`src/rtl/ar_router.sv`:
```
`default_nettype none
// ============================================================================
//  Module   : ar_router
//  Purpose  : Registered AXI read-address router. One master AR channel is
//             decoded against a base/mask map and forwarded through a
//             one-entry hold register to one of NUM_SLAVES slave AR channels.
//             The last slave is the default (decode-error) target. Reads are
//             counted until their RLAST beat retires them. A change of target
//             slave waits until every earlier read has retired, so R-channel
//             ordering holds for any ID.
//  Ports    : ACLK, ARESETn          clock, async active-low reset
//             m_AR*                  master AR channel (fields, valid/ready)
//             s_AR*                  packed per-slave AR channels, slice k
//             m_RVALID/RREADY/RLAST  master R beat monitor
//             r_sel                  slave owning the outstanding reads
//             rd_outstanding         accepted but not yet retired reads
//  Revision : 1.0 - initial release
// ============================================================================
module ar_router #(
    parameter int ID_width        = 6,
    parameter int ADDR_width      = 32,
    parameter int NUM_SLAVES      = 6,
    parameter int MAX_OUTSTANDING = 4,
    parameter logic [(NUM_SLAVES-1)*ADDR_width-1:0] SLV_BASE =
        {32'h0002_0000, 32'h1A10_0000, 32'h0010_0000, 32'h0008_0000, 32'h0000_0000},
    parameter logic [(NUM_SLAVES-1)*ADDR_width-1:0] SLV_MASK =
        {32'hFFFF_F000, 32'hFFFE_0000, 32'hFFFF_8000, 32'hFFFF_FE00, 32'hFFFF_8000}
) (
    input  logic                               ACLK,
    input  logic                               ARESETn,
    input  logic [ID_width-1:0]                m_ARID,
    input  logic [ADDR_width-1:0]              m_ARADDR,
    input  logic [7:0]                         m_ARLEN,
    input  logic [2:0]                         m_ARSIZE,
    input  logic [1:0]                         m_ARBURST,
    input  logic [3:0]                         m_ARCACHE,
    input  logic [1:0]                         m_ARLOCK,
    input  logic [2:0]                         m_ARPROT,
    input  logic [3:0]                         m_ARQOS,
    input  logic [3:0]                         m_ARREGION,
    input  logic                               m_ARUSER,
    input  logic                               m_ARVALID,
    output logic                               m_ARREADY,
    output logic [NUM_SLAVES*ID_width-1:0]     s_ARID,
    output logic [NUM_SLAVES*ADDR_width-1:0]   s_ARADDR,
    output logic [NUM_SLAVES*8-1:0]            s_ARLEN,
    output logic [NUM_SLAVES*3-1:0]            s_ARSIZE,
    output logic [NUM_SLAVES*2-1:0]            s_ARBURST,
    output logic [NUM_SLAVES*4-1:0]            s_ARCACHE,
    output logic [NUM_SLAVES*2-1:0]            s_ARLOCK,
    output logic [NUM_SLAVES*3-1:0]            s_ARPROT,
    output logic [NUM_SLAVES*4-1:0]            s_ARQOS,
    output logic [NUM_SLAVES*4-1:0]            s_ARREGION,
    output logic [NUM_SLAVES-1:0]              s_ARUSER,
    output logic [NUM_SLAVES-1:0]              s_ARVALID,
    input  logic [NUM_SLAVES-1:0]              s_ARREADY,
    input  logic                               m_RVALID,
    input  logic                               m_RREADY,
    input  logic                               m_RLAST,
    output logic [$clog2(NUM_SLAVES)-1:0]      r_sel,
    output logic [$clog2(MAX_OUTSTANDING+1)-1:0] rd_outstanding
);

    localparam int c_SEL_W = $clog2(NUM_SLAVES);
    localparam int c_CNT_W = $clog2(MAX_OUTSTANDING + 1);
    localparam logic [c_CNT_W-1:0] c_CNT_MAX = c_CNT_W'(MAX_OUTSTANDING);
    localparam logic [c_CNT_W-1:0] c_CNT_ONE = c_CNT_W'(1);

    // Held request. r_tgt serves both as the hold-register slave select and
    // as r_sel: both load the decoded target on accept and nothing else
    // changes either, so a single register carries both.
    logic                  r_hold_v;
    logic [c_SEL_W-1:0]    r_tgt;
    logic [ID_width-1:0]   r_id;
    logic [ADDR_width-1:0] r_addr;
    logic [7:0]            r_len;
    logic [2:0]            r_size;
    logic [1:0]            r_burst;
    logic [3:0]            r_cache;
    logic [1:0]            r_lock;
    logic [2:0]            r_prot;
    logic [3:0]            r_qos;
    logic [3:0]            r_region;
    logic                  r_user;
    logic [c_CNT_W-1:0]    r_cnt;
    // Keeps m_ARREADY low while in reset and for the release cycle.
    logic                  r_run;

    logic [c_SEL_W-1:0]    w_dec_sel;
    logic                  w_stall;
    logic                  w_accept;
    logic                  w_slv_hs;
    logic                  w_retire;

    // Address decode: scan from the highest region down so the lowest
    // matching index is the one left standing.
    always_comb begin
        w_dec_sel = c_SEL_W'(NUM_SLAVES - 1);
        for (int k = NUM_SLAVES - 2; k >= 0; k--) begin
            if ((m_ARADDR & SLV_MASK[k*ADDR_width +: ADDR_width]) ==
                SLV_BASE[k*ADDR_width +: ADDR_width]) begin
                w_dec_sel = c_SEL_W'(k);
            end
        end
    end

    // Stall uses the registered count, so a new-target request can only be
    // taken on the cycle after the final retire.
    assign w_stall   = (r_cnt == c_CNT_MAX) || ((r_cnt != '0) && (w_dec_sel != r_tgt));
    assign w_slv_hs  = r_hold_v && s_ARREADY[r_tgt];
    assign m_ARREADY = r_run && !w_stall && (!r_hold_v || s_ARREADY[r_tgt]);
    assign w_accept  = m_ARVALID && m_ARREADY;
    // A retire with nothing outstanding is ignored to prevent underflow.
    assign w_retire  = m_RVALID && m_RREADY && m_RLAST && (r_cnt != '0);

    always_ff @(posedge ACLK or negedge ARESETn) begin
        if (!ARESETn) begin
            r_run    <= 1'b0;
            r_hold_v <= 1'b0;
            r_tgt    <= '0;
            r_id     <= '0;
            r_addr   <= '0;
            r_len    <= '0;
            r_size   <= '0;
            r_burst  <= '0;
            r_cache  <= '0;
            r_lock   <= '0;
            r_prot   <= '0;
            r_qos    <= '0;
            r_region <= '0;
            r_user   <= 1'b0;
            r_cnt    <= '0;
        end else begin
            r_run <= 1'b1;
            if (w_accept) begin
                r_hold_v <= 1'b1;
                r_tgt    <= w_dec_sel;
                {r_id, r_addr, r_len, r_size, r_burst, r_cache,
                 r_lock, r_prot, r_qos, r_region, r_user} <=
                {m_ARID, m_ARADDR, m_ARLEN, m_ARSIZE, m_ARBURST, m_ARCACHE,
                 m_ARLOCK, m_ARPROT, m_ARQOS, m_ARREGION, m_ARUSER};
            end else if (w_slv_hs) begin
                r_hold_v <= 1'b0;
            end

            if (w_accept && !w_retire) begin
                r_cnt <= r_cnt + c_CNT_ONE;
            end else if (!w_accept && w_retire) begin
                r_cnt <= r_cnt - c_CNT_ONE;
            end
        end
    end

    // Only the selected slice carries the held request; every other slice
    // is driven to zero.
    for (genvar k = 0; k < NUM_SLAVES; k++) begin : g_slv
        logic w_slot;
        assign w_slot = (r_tgt == c_SEL_W'(k));

        assign s_ARVALID[k]                        = w_slot && r_hold_v;
        assign s_ARID[k*ID_width +: ID_width]      = w_slot ? r_id     : '0;
        assign s_ARADDR[k*ADDR_width +: ADDR_width] = w_slot ? r_addr  : '0;
        assign s_ARLEN[k*8 +: 8]                   = w_slot ? r_len    : '0;
        assign s_ARSIZE[k*3 +: 3]                  = w_slot ? r_size   : '0;
        assign s_ARBURST[k*2 +: 2]                 = w_slot ? r_burst  : '0;
        assign s_ARCACHE[k*4 +: 4]                 = w_slot ? r_cache  : '0;
        assign s_ARLOCK[k*2 +: 2]                  = w_slot ? r_lock   : '0;
        assign s_ARPROT[k*3 +: 3]                  = w_slot ? r_prot   : '0;
        assign s_ARQOS[k*4 +: 4]                   = w_slot ? r_qos    : '0;
        assign s_ARREGION[k*4 +: 4]                = w_slot ? r_region : '0;
        assign s_ARUSER[k]                         = w_slot && r_user;
    end

    assign r_sel          = r_tgt;
    assign rd_outstanding = r_cnt;

endmodule
`default_nettype wire
```
`config.mk`:
```
export PLATFORM = sky130hd
export DESIGN_NAME = ar_router
export DESIGN_NICKNAME = d
export VERILOG_FILES = /design/src/rtl/ar_router.sv
export SDC_FILE = /design/constraint.sdc
export NUM_CORES = 1
export LEC_CHECK = 0
export ABC_AREA = 1
export BUFFER_PORTS_ARGS = -buffer_cell sky130_fd_sc_hd__buf_2
export CORE_AREA = 2 2 196 198
export DETAILED_ROUTE_END_ITERATION = 10
export DIE_AREA = 0 0 198 200
export GPL_TIMING_DRIVEN = 0
export PLACE_DENSITY_LB_ADDON = 0.25
export SLEW_MARGIN = 20
export SYNTH_ARGS = -nofsm -noshare
export SYNTH_HDL_FRONTEND = slang
export SYNTH_SLANG_ARGS = --single-unit
export TNS_END_PERCENT = 1
```
`constraint.sdc`:
```
create_clock -name ACLK -period 2.5 [get_ports ACLK]
set_input_delay 0.375 -clock ACLK [delete_from_list [all_inputs] [get_ports ACLK]]
set_output_delay 0.375 -clock ACLK [all_outputs]
set_load 0.02 [all_outputs]
```
Word level (Yosys, flattened, before mapping):

Index checks and enable logic that the tools add are counted.

* multiplexer cells: 71
* bitwise logic cells: 0
* reductions and logical operators: 33
* shift-type cells: 0
* eq/ne operators: 11
* $lt $le $gt $ge: 1
* divide/modulo/power cells: 0
* $add $sub $neg: 2
* multiply operators: 0

Operator list (number)
* two-way mux 32 bit: 6
* two-way mux 4 bit: 18
* two-way mux 3 bit: 18
* two-way mux 8 bit: 6
* two-way mux 6 bit: 6
* logical NOT 32 bit: 1
* two-way mux 2 bit: 12
* == test 23 x 11 -> 1 bit, second input constant: 1
* logical AND 1 bit: 22
* == test 20 x 6 -> 1 bit, second input constant: 1
* == test 17 x 6 -> 1 bit, second input constant: 1
* == test 15 x 12 -> 1 bit, second input constant: 1
* == test 3 bit, second input constant: 3
* == test 3 x 2 -> 1 bit, second input constant: 2
* logical NOT 1 bit: 4
* < comparator 3 x 4 -> 1 bit, second input constant: 1
* two-way mux 1 bit: 4
* nonzero test 2 bit: 2
* adder 3 x 1 -> 3 bit, second input constant: 1
* binary-select mux 1 bit (select 3 bit): 1
* == test 3 x 1 -> 1 bit, second input constant: 1
* logical NOT 3 bit: 1
* inequality test 3 bit: 1
* nonzero test 3 bit: 1
* other kinds (2): 3

* output and inout port bits: 427
* input port bits: 81
* word-level logic and storage cells: 133
* flip-flop bits (word level): 77
* RAM bits: 0
* memories kept: 0
* ROM bits: 0
* latch bits: 0

Depth between registers and ports, before layout:

Gate-level depths: netlist (run 1).

* depth after elaboration: 17
* gate-level depth with buffers: 22

Worst setup path after synthesis (run 1):

OpenSTA, ideal clock, no wires.

* kind: in2reg
* start point: in m_ARADDR[19]
* end point: reg r_cnt[2] (netlist: rd_outstanding[2])
* library setup time: 0.131 ns
* stages on the path: 18
* data arrival time: 2.564 ns
* path slack: -0.194 ns
* required time: 2.369 ns
* cell sequence: or2_1 nor2_1 nand3_2 nand3_2 inv_2 nand2_1 nand3_1 o21bai_2 nand3_2 buf_6 buf_6 inv_1 ha_1 inv_1 fa_1 a21oi_1 o21ai_0 xnor2_1

* word-level cells in the longest chain between the ends: 16

Ends and longest elaborated chain
* start, declared: line 32 `input logic [ADDR_width-1:0] m_ARADDR,`
* == test 20 x 6 -> 1 bit: line 100 `if ((m_ARADDR & SLV_MASK[k*ADDR_width +: ADDR_width]) ==`
* two-way mux 1 bit: line 100
* two-way mux 3 bit (3 in series): line 100
* two-way mux 3 bit *: line 100
* inequality test 3 bit *: line 109 `assign w_stall = (r_cnt == c_CNT_MAX) || ((r_cnt != '0) && (w_dec_sel != r_tgt));`
* logical AND 1 bit *: line 109
* logical OR 1 bit *: line 109
* logical NOT 1 bit *: line 111 `assign m_ARREADY = r_run && !w_stall && (!r_hold_v || s_ARREADY[r_tgt]);`
* logical AND 1 bit * (2 in series): line 111
* logical AND 1 bit *: line 112 `assign w_accept = m_ARVALID && m_ARREADY;`
* named net w_accept: line 91 `logic w_accept;`
* logical NOT 1 bit: line 148 `end else if (!w_accept && w_retire) begin`
* logical AND 1 bit: line 148
* nonzero test 2 bit (no line)
* end signal, assigned: line 147 `r_cnt <= r_cnt + c_CNT_ONE;`
* end signal, assigned: line 149 `r_cnt <= r_cnt - c_CNT_ONE;`
* end, declared: line 85 `logic [c_CNT_W-1:0] r_cnt;`

Mark *: on every way through the listed nets, which the timed path passes. The rest lies on a longest branch.
A chain may end at the register's enable or synchronous reset.

Worst setup path after layout (run 1):

* start point: reg r_tgt[1] (netlist: r_sel[1])
* end point: out s_ARID[20]

* word-level cells in the longest chain between the ends: 2

Ends and longest elaborated chain
* start, declared: line 73 `logic [c_SEL_W-1:0] r_tgt;`
* start signal, assigned: line 137 `r_tgt <= w_dec_sel;`
* == test 3 x 2 -> 1 bit: line 158 `assign w_slot = (r_tgt == c_SEL_W'(k));`
* two-way mux 6 bit: line 161 `assign s_ARID[k*ID_width +: ID_width] = w_slot ? r_id : '0;`
* end, declared: line 44 `output logic [NUM_SLAVES*ID_width-1:0] s_ARID,`

Every way passes these cells.

==> reports/metrics.cfg, run 1 <==
[status]
status = finished, violations left
violations = setup timing

[setup_path]
path_cells = buf_4 > buf_4 > nand3_2 > clkbuf_4 > nor2_1 > buf_2
cp_num_buf_inv = 4
reg2reg_slack_ns = 0.01
critPathKind = flop to primary output
r2r-end = rd_outstanding[1]
max_stage_delay_ns = 0.48
crit_family = buffers and inverters
crit_arrival_ns = 2.21
ff2ff_path_depth = 14
cp_slowest_cell = dfrtp_2
setup.worst_path.start_class = flop
timing.rr.start = r_sel[0]
crit_required_ns = 2.12
cp_common_cell = buf_4
cp_max_fo = 10
end_kind = primary output

[route]
routed_wl_um = 38030
route.detailed.drc = 0
viasPerCell = 4.171
ant_nets = 0
drt_iter0_markers = 575
num_vias = 8418
routedWlPerCell_um = 18.84
drt-pass1-iter-count = 7

[die]
rows = 71
fp.dieH_um = 200
core_um2 = 37400
dieArea_um2 = 39600
die_x_um = 198
initial_core_util_pct = 15.24
ios = 508

[synth]
postSynthCellCount = 972
syn_avg_cell_area_um2 = 5.862
synth_edf_count = 0
synth_top_cell_area_share_pct = 33.82
yosysMostFrequentCell = nor2_1
yosysWarnings = 0
async_flop_share_pct = 100.0
synth.largest_area_cell = dfrtp_1
ys.flop_type = dfrtp_1
yosys-top-cells-area = dfrtp_1, nor2_1, nand2_1
ys_ff_latch = 77
syn_nets = 1055
yosysSeqAreaShare_pct = 33.82
syn_area_um2 = 5698
netlist_top_cells_count = nor2_1, nand2_1, inv_1
synthDistinctLibCells = 30

[layout]
drive_above_1_share_pct = 42.50
multiInputGateArea_um2 = 3238
final_net_count = 1584
syn_to_final_growth_pct = 69.13
regArea_um2 = 1931
fin_cells = 2018
utilization_pct = 25.77
fill_cells = 4291

[hold_path]
hold_path_class = input port to flop
holdPathEnd = r_region[1]
hp-start = m_ARREGION[1]
holdPathStages = 3

[placed_design]
place_congestion = 0.7951
portBuffers = 506
hpwl_um = 29790
dpl.cell_count = 1990

[global_route]
antenna_found_initial = 3
grt_pass1_wl_um = 50270
grt_overflow = 0
grtUsageTotal_pct = 17.73
grt_pass1_vias = 7234
grt_max_degree = 46

[clocking]
cts_buffers = 9
root_buffer = clkbuf_16
h-tree-depth = 3
clock_latency_ns = 0.35
cts.clk_slew.worst_paths_ns = 0.07
cts_tree = done
clockBufferDepth = 2
cts_sinks = 77

[pwr]
power.density_nw_per_um2 = 1186
total_power_mw = 11.43
power_leakage_nw = 5.899
worst_ir_drop_vdd_v = 0.0003646

[sta]
slew_viol_final = 0
post-route-period-util_pct = 103.2
worst_pin_slew_ns = 0.8544
hold_violations = 0
setup_viol = 39
fmax_mhz = 387.5
fin_crit_ns = 2.580
rsz0062_at_grt = true
worst_clock_skew_ns = 0.006563
slew_headroom_pct = 43.04
worst_slack_ns = -0.08034

[flow_run]
cap_violations = 0

## cells in the final DEF, fill, tap and decap left out, types with 2 or more instances in the layout
cell / count
dfrtp_1: 74
dfrtp_2: 3
buf_12: 3
clkbuf_4: 6
xnor2_1: 2
buf_1: 2
nand3_4: 3
inv_1: 86
buf_6: 6
nand4_1: 75
nand3_2: 6
clkbuf_16: 9
nor2_4: 12
clkbuf_1: 14
nor2_2: 2
inv_2: 3
buf_2: 518
buf_4: 21
clkbuf_2: 23
nand2_2: 8
nand2_1: 166
nand3_1: 7
bufinv_16: 3
nor2_1: 433
## what timing repair did
item / 4_1_cts / 5_1_grt
gates resized for setup: 52 / 54
pin swaps: 4 / 20
hold endpoints to repair: 32 / 0
hold buffers: 1 / 0
buffers inserted: 7 / 8
endpoints found under the setup margin: 406 / 207
## report_power, final
group	internal [mW]	switching, mW
registers	1.79	0.357
clock network	1.01	0.596
logic	2.05	5.63
## layout make-up
class / instances / share of cell area (%)
multi-input combinational: 728 / 33.60
clock buffer: 11 / 2.519
tap: 511 / 6.635
clock inverter: 5 / 1.104
antenna: 1 / 0.02597
timing repair buffer: 523 / 27.90
buffer: 71 / 4.596
inverter: 91 / 3.583
sequential: 77 / 20.03
## tightest hold or removal path, stage by stage
cell and delay (ns):
buf_2 0.07, nand4_1 0.08, nand2_1 0.07
## cell families (layout without fill, tap and decap cells)
logic type               count (synthesis)  after routing  synth area share (%)
XOR/XNOR                                 2              2                0.3075
flip-flops                              77             77                 33.82
adder cells (fa/ha/maj)                  2              2                0.5709
AO/OA/AOI/OAI                            7              7                0.9223
buffers and inverters                  167            701                 12.74
AND/OR/NAND/NOR                        715            715                 51.38
multiplexers                             1              1                0.1976
other                                    1              2               0.06581
## worst max path at each step
stage,startpoint,end,slack (ns),depth (start not counted)
floorplan,m_ARADDR[24],rd_outstanding[1],-0.09,17
global placement,m_ARADDR[22],rd_outstanding[1],-0.66,19
detailed placement,m_ARADDR[22],rd_outstanding[1],-0.66,19
CTS,r_sel[1],rd_outstanding[2],-0.16,15
global route,r_sel[1],s_ARQOS[15],-0.16,6
finish,r_sel[1],s_ARID[20],-0.08,6
## stage by stage
stage | cell area (µm²) | setup WS, ns | setup TNS [ns] | hold WS, ns
after floorplan | 5751 | -0.09191 | -0.1714 | 0.07941
after global placement | 8922 | -0.6557 | -39.64 | 0.4565
after detailed placement | 8956 | -0.6572 | -47.23 | 0.3054
after CTS | 9465 | -0.1635 | -0.5674 | 0.2502
after global routing | 9634 | -0.1640 | -12.66 | 0.2656
final | 9637 | -0.08034 | -0.8109 | 0.2739
## routing by layer
metal	global-route usage, %	part of all wire, %	vias to the layer above
li1	-	-	4015
met1	24.84	47	3976
met2	27.67	45	378
met3	2.638	5.4	45
met5	0	0.071	-
met4	6.321	2.8	4
## state kept, by name (all words and copies together), names as in the netlist
name / count
r_len: 8
r_user: 1
r_burst: 2
rd_outstanding: 3
r_prot: 3
r_run: 1
r_id: 6
r_lock: 2
r_addr: 32
r_hold_v: 1
r_region: 4
r_size: 3
r_cache: 4
r_sel: 3
r_qos: 4
Power figures use the tool's default switching activity.
==> run 2: changes to the inputs <==
--- a/config.mk
+++ b/config.mk
@@ -7,9 +7,11 @@
 export LEC_CHECK = 0
 export ABC_AREA = 1
 export BUFFER_PORTS_ARGS = -buffer_cell sky130_fd_sc_hd__buf_2
-export CORE_AREA = 2 2 196 198
+export CELL_PAD_IN_SITES_DETAIL_PLACEMENT = 0
+export CELL_PAD_IN_SITES_GLOBAL_PLACEMENT = 1
+export CORE_AREA = 2 2 200 202
 export DETAILED_ROUTE_END_ITERATION = 10
-export DIE_AREA = 0 0 198 200
+export DIE_AREA = 0 0 202 204
 export GPL_TIMING_DRIVEN = 0
 export PLACE_DENSITY_LB_ADDON = 0.25
 export SLEW_MARGIN = 20
==> run 2 against run 1 <==
  * The run still ends with setup timing left
  * Register-to-register slack is essentially flat
  * Highest routed layer unchanged
  * Via count is essentially flat
  * Critical path depth grew 5
  * Sequential share of layout area shrank 0.18 points
  * Largest cell class unchanged
  * First-iteration DRC count grew 22%
  * Critical path type unchanged
==> reports/metrics.cfg, run 2 (synthesized netlist as in run 1, its figures left out) <==
[status]
status = finished, violations left
violations = setup timing

[global_route]
grtUsageTotal_pct = 17.64  ; -0.091 points
gr-max-usage-layer = met2
grt_use_met2_pct = 29.61  ; +1.9 points
grt_pass1_vias = 7451  ; +3.0%
grt_max_degree = 45  ; -2.2%
grt_overflow = 0  ; unchanged
grt_use_met3_pct = 2.758  ; +0.12 points
use_met1_pct = 23.88  ; -0.96 points
grt_pass1_wl_um = 52740  ; +4.9%
antenna_found_initial = 4  ; +1

[die]
fp.dieH_um = 204  ; +2.0%
dieArea_um2 = 41210  ; +4.1%
initial_core_util_pct = 14.54  ; -0.69 points
rows = 73  ; +2.8%
ios = 508  ; unchanged
die_x_um = 202  ; +2.0%
core_um2 = 39180  ; +4.8%

[route]
drt-pass1-iter-count = 5  ; -2
routed_wl_um = 38810  ; +2.1%
ant_nets = 0  ; unchanged
routedWlPerCell_um = 19.02  ; +0.92%
route.detailed.drc = 0  ; unchanged
drt_iter0_markers = 702  ; +22%
num_vias = 8419  ; +0.012%
viasPerCell = 4.125  ; -1.1%

[setup_path]
crit_family = buffers and inverters
ff2ff_path_depth = 15  ; +1
critPathKind = flop to primary output
cp_max_fo = 20  ; +10
crit_arrival_ns = 2.13  ; -0.08 ns
reg2reg_slack_ns = 0  ; about the same
timing.rr.start = r_sel[0]
end_kind = primary output
crit_required_ns = 2.12  ; about the same
cp_slowest_cell = dfrtp_2
path_cells = inv_4 > nor2_4 > a22oi_1 > a31oi_1 > nor3_2 > nor2_2 > buf_4 > buf_12 > nand2_1 > inv_1 > buf_4
max_stage_delay_ns = 0.45  ; -0.03 ns
setup.worst_path.start_class = flop
cp_common_cell = buf_4
cp_num_buf_inv = 5  ; +1
r2r-end = rd_outstanding[2]
crit_cells = 11  ; +5

[clocking]
cts_tree = done
clock_latency_ns = 0.35  ; about the same
clockBufferDepth = 2  ; unchanged
cts_buffers = 9  ; unchanged
cts.clk_slew.worst_paths_ns = 0.07  ; about the same
root_buffer = clkbuf_16
h-tree-depth = 3  ; unchanged
cts_sinks = 77  ; unchanged

[sta]
slew_headroom_pct = 44.41  ; +1.4 points
worst_pin_slew_ns = 0.8338  ; -0.02057 ns
slew_viol_final = 0  ; unchanged
fin_crit_ns = 2.506  ; -0.07466 ns
fin_tns_setup_ns = -0.005679  ; +0.8053 ns
worst_slack_ns = -0.005679  ; +0.07466 ns
rsz0062_at_grt = true
fmax_mhz = 399.1  ; +3.0%
worst_clock_skew_ns = 0.01287  ; +0.006311 ns
hold_violations = 0  ; unchanged
setup_viol = 1  ; -97%
fin_hold_ws_ns = 0.2777  ; +0.003810 ns
post-route-period-util_pct = 100.2  ; -3.0 points

[pwr]
p_sw_mw = 6.626  ; +0.63%
power.density_nw_per_um2 = 1165  ; -1.8%
combPwrFrac_pct = 69.1  ; +1.9 points
clkPwrFrac_pct = 11.8  ; -2.2 points
worst_ir_drop_vdd_v = 0.0003899  ; +6.9%
total_power_mw = 11.32  ; -0.92%
internal_power_mw = 4.698  ; -3.0%
power_leakage_nw = 5.947  ; +0.83%
sw_frac_of_total_pct = 58.51  ; +0.90 points
p_seq_share_pct = 19.0  ; +0.3 points

[layout]
fin_area_um2 = 9724  ; +0.91%
max_flop_register = r_addr
utilization_pct = 24.82  ; -0.95 points
drive_above_1_share_pct = 43.29  ; +0.79 points
top_regs = r_addr x32, r_len x8, r_id x6
most-common-layout-cells = buf_2, nor2_1, nand2_1
mostFrequentLayoutCell = buf_2
syn_to_final_growth_pct = 70.66
final_net_count = 1591  ; +0.44%
fin_cells = 2041  ; +1.1%
fill_cells = 4569  ; +6.5%
largest_reg_flops = 32  ; unchanged

[placed_design]
place_area_um2 = 8970  ; +0.15%
dp_slack_ns = -0.6357  ; +0.02149 ns
dpl.cell_count = 2004  ; +0.70%
portBuffers = 506  ; unchanged
hpwl_um = 30390  ; +2.0%
place_congestion = 0.8016  ; +0.82%

[hold_path]
hp-start = m_ARQOS[0]
holdPathEnd = r_qos[0]
hold_path_class = input port to flop
holdPathStages = 3  ; unchanged

[flow_run]
cap_violations = 0  ; unchanged

[run 2: area by class of cell]
class	instances	area [µm²]	share of cell area (%)
Tap cell	525	656.9	6.755
Clock inverter	3	18.77	0.1930
Buffer	72	451.7	4.645
Clock buffer	13	270.3	2.779
Inverter	91	350.3	3.603
Timing Repair Buffer	529	2770	28.49
Antenna cell	3	7.507	0.07720
Sequential cell	77	1931	19.85
Multi-Input combinational cell	728	3268	33.61
[run 2: power groups by stage]
stage / combinational [mW] / sequential [mW] / clock [mW]
2_1_floorplan: 4.47 / 2.09 / 0
3_3_place_gp: 7.47 / 2.14 / 0
3_5_place_dp: 7.49 / 2.15 / 0
4_1_cts: 7.59 / 2.16 / 1.40
5_1_grt: 8.47 / 2.23 / 1.44
6_report: 7.83 / 2.16 / 1.34
[run 2: what timing repair did]
item | 4_1_cts | 5_1_grt
pin swaps | 1 | 27
hold buffers | 1 | 0
endpoints found under the setup margin | 391 | 207
gates resized for setup | 50 | 87
buffers inserted | 2 | 19
endpoints found under the hold margin | 8 | 0
[run 2: worst max-delay path by stage]
stage	start	end	slack, ns
floorplan	m_ARADDR[24]	rd_outstanding[1]	-0.09
global placement	m_ARADDR[22]	rd_outstanding[1]	-0.65
detailed placement	m_ARADDR[22]	rd_outstanding[1]	-0.64
CTS	r_sel[2]	m_ARREADY	-0.18
global route	m_ARADDR[30]	rd_outstanding[2]	-0.17
finish	r_sel[0]	m_ARREADY	-0.006
[run 2: tightest hold or removal path, cell delays in order]
cell     delay (ns)
buf_2          0.07
nand4_1        0.08
nand2_1        0.07
[run 2: layer usage]
layer | routed length (µm) | vias to the layer above
li1 | - | 4039
met1 | 17670 | 4017
met2 | 18600 | 336
met3 | 2070 | 23
met4 | 451 | 4
met5 | 21 | -
==> run 3: changes to the inputs <==
--- a/config.mk
+++ b/config.mk
@@ -12,7 +12,6 @@
 export CORE_AREA = 2 2 200 202
 export DETAILED_ROUTE_END_ITERATION = 10
 export DIE_AREA = 0 0 202 204
-export GPL_TIMING_DRIVEN = 0
 export PLACE_DENSITY_LB_ADDON = 0.25
 export SLEW_MARGIN = 20
 export SYNTH_ARGS = -nofsm -noshare
==> run 3 against run 2 <==
  * The flow now finishes without violations
  * Maximum frequency is 3.5% higher
  * Wire length is 13% lower
  * Design area is 1.7% lower
  * Clock skew is 0.0014 ns lower
  * Critical path type unchanged
  * Highest routed layer unchanged
==> reports/metrics.cfg, run 3 (synthesized netlist as in run 1, its figures left out) <==
[status]
status = finished clean

[sta]
post-route-period-util_pct = 96.81  ; -3.4 points
hold_violations = 0  ; unchanged
rsz0062_at_grt = true
slew_headroom_pct = 53.80  ; +9.4 points
fmax_mhz = 413.2  ; +3.5%
worst_pin_slew_ns = 0.6930  ; -0.1408 ns
fin_crit_ns = 2.420  ; -0.08549 ns
slew_viol_final = 0  ; unchanged
fin_hold_ws_ns = 0.2720  ; -0.005664 ns
worst_clock_skew_ns = 0.01149  ; -0.001382 ns
setup_viol = 0  ; -1

[clocking]
cts_tree = done
clockBufferDepth = 2  ; unchanged
cts.clk_slew.worst_paths_ns = 0.07  ; about the same
h-tree-depth = 3  ; unchanged
cts_buffers = 9  ; unchanged
cts_sinks = 77  ; unchanged
root_buffer = clkbuf_16
clock_latency_ns = 0.35  ; about the same

[pwr]
p_seq_share_pct = 19.7  ; +0.7 points
power.density_nw_per_um2 = 1128  ; -3.1%
sw_frac_of_total_pct = 57.80  ; -0.71 points
total_power_mw = 10.78  ; -4.8%
clkPwrFrac_pct = 12.8  ; +1.0 points
worst_ir_drop_vdd_v = 0.0008574  ; +120%
p_sw_mw = 6.232  ; -6.0%
combPwrFrac_pct = 67.4  ; -1.7 points
internal_power_mw = 4.549  ; -3.2%
power_leakage_nw = 5.853  ; -1.6%

[die]
dieArea_um2 = 41210  ; unchanged
core_um2 = 39180  ; unchanged
initial_core_util_pct = 14.54  ; unchanged
ios = 508  ; unchanged
fp.dieH_um = 204  ; unchanged
rows = 73  ; unchanged
die_x_um = 202  ; unchanged

[route]
routedWlPerCell_um = 16.79  ; -12%
wl_met3_um = 1585  ; -23%
drt_iter0_markers = 621  ; -12%
wl_met2_um = 16610  ; -11%
viasPerCell = 4.044  ; -2.0%
drt-pass1-iter-count = 5  ; unchanged
top_layer_used = met5
routed_wl_um = 33640  ; -13%
route.detailed.drc = 0  ; unchanged
ant_nets = 0  ; unchanged
num_vias = 8104  ; -3.7%
wl_met1_um = 15070  ; -15%

[layout]
largest_reg_flops = 32  ; unchanged
drive_above_1_share_pct = 41.65  ; -1.6 points
syn_to_final_growth_pct = 67.68
final_net_count = 1557  ; -2.1%
most-common-layout-cells = buf_2, nor2_1, nand2_1
top_regs = r_addr x32, r_len x8, r_id x6
num_antenna_cells = 0  ; -3
max_flop_register = r_addr
mostFrequentLayoutCell = buf_2

[global_route]
antenna_found_initial = 1  ; -3
grtUsageTotal_pct = 15.27  ; -2.4 points
grt_pass1_wl_um = 47970  ; -9.1%
grt_pass1_vias = 7444  ; -0.094%
grt_max_degree = 73  ; +62%
grt_overflow = 0  ; unchanged

[setup_path]
cp-startpoint = r_sel[2]
reg2reg_slack_ns = 0.11  ; +0.11 ns
crit_path_end = s_ARLEN[17]
crit_required_ns = 2.12  ; about the same
r2r-end = rd_outstanding[2]
crit_arrival_ns = 2.05  ; -0.08 ns
setup.worst_path.start_class = flop
ff2ff_path_depth = 14  ; -1
end_kind = primary output
cp_max_fo = 38  ; +90%
critPathKind = flop to primary output
timing.rr.start = r_sel[1]

[hold_path]
hold_path_class = input port to flop

[placed_design]
hpwl_um = 24730  ; -19%
place_congestion = 0.7981  ; -0.44%
portBuffers = 507  ; +0.20%

[flow_run]
cap_violations = 0  ; unchanged

==> run 3: area by class of cell <==
type	count	area, µm²
Fill cell	4532	29630
Tap cell	525	656.9
Multi-Input combinational cell	728	3186
Clock buffer	10	239.0
Inverter	91	344.1
Clock inverter	6	62.56
Timing Repair Buffer	567	3137
Sequential cell	77	1929
==> run 3: power by group through the flow <==
stage | sequential (mW) | combinational (mW) | clock (mW)
final | 2.13 | 7.27 | 1.38
after global routing | 2.21 | 7.91 | 1.51
after CTS | 2.13 | 7.22 | 1.46
after detailed placement | 2.14 | 7.21 | 0
after global placement | 2.13 | 7.23 | 0
after floorplan | 2.09 | 4.47 | 0
==> run 3: worst max-delay path: stages (launching register included) <==
cell and delay [ns]:
dfrtp_2 0.51, inv_2 0.13, buf_6 0.15, nand3_4 0.26, buf_12 0.30, nor2_1 0.11
buf_2 0.19
==> run 3: how the worst min path moves through the flow <==
stage / from / endpoint / slack (ns) / cells past startpoint
after CTS: m_ARQOS[0] / r_qos[0] / 0.25 / 3
final: m_ARPROT[1] / r_prot[1] / 0.27 / 3
after global routing: m_ARPROT[1] / r_prot[1] / 0.26 / 3
after detailed placement: ARESETn / r_lock[0] / 0.39 / 1
after global placement: ARESETn / r_prot[1] / 0.38 / 1
after floorplan: ARESETn / r_addr[0] / 0.08 / 0
==> run 3: through the flow <==
step                      util [%]  std cells  instance area (µm²)  TNS [ns]  worst slack (ns)
after global placement       23.35       1986                 9149   -0.3392           -0.1693
final                        24.38       2004                 9554         0           0.07981
after global routing         24.38       2004                 9554  -0.09507          -0.04166
after floorplan                  -        972                 5751   -0.1714          -0.09191
after detailed placement     23.35       1986                 9149   -0.7290           -0.2050
after CTS                    24.16       2003                 9467         0          0.005701
==> run 3: timing repair <==
item,4_1_cts,5_1_grt
setup buffers,0,0
hold endpoints to repair,4,0
endpoints found under the setup margin,163,125
pin swaps,1,0
gates cloned,0,1
gates resized for setup,3,20
hold buffers,1,0
==> run 3: layer usage <==
metal	track usage (%)	vias to the layer above
met1	19.92	3833
li1	-	3952
met5	0	-
met2	26.31	300
met3	2.503	17
met4	3.571	2
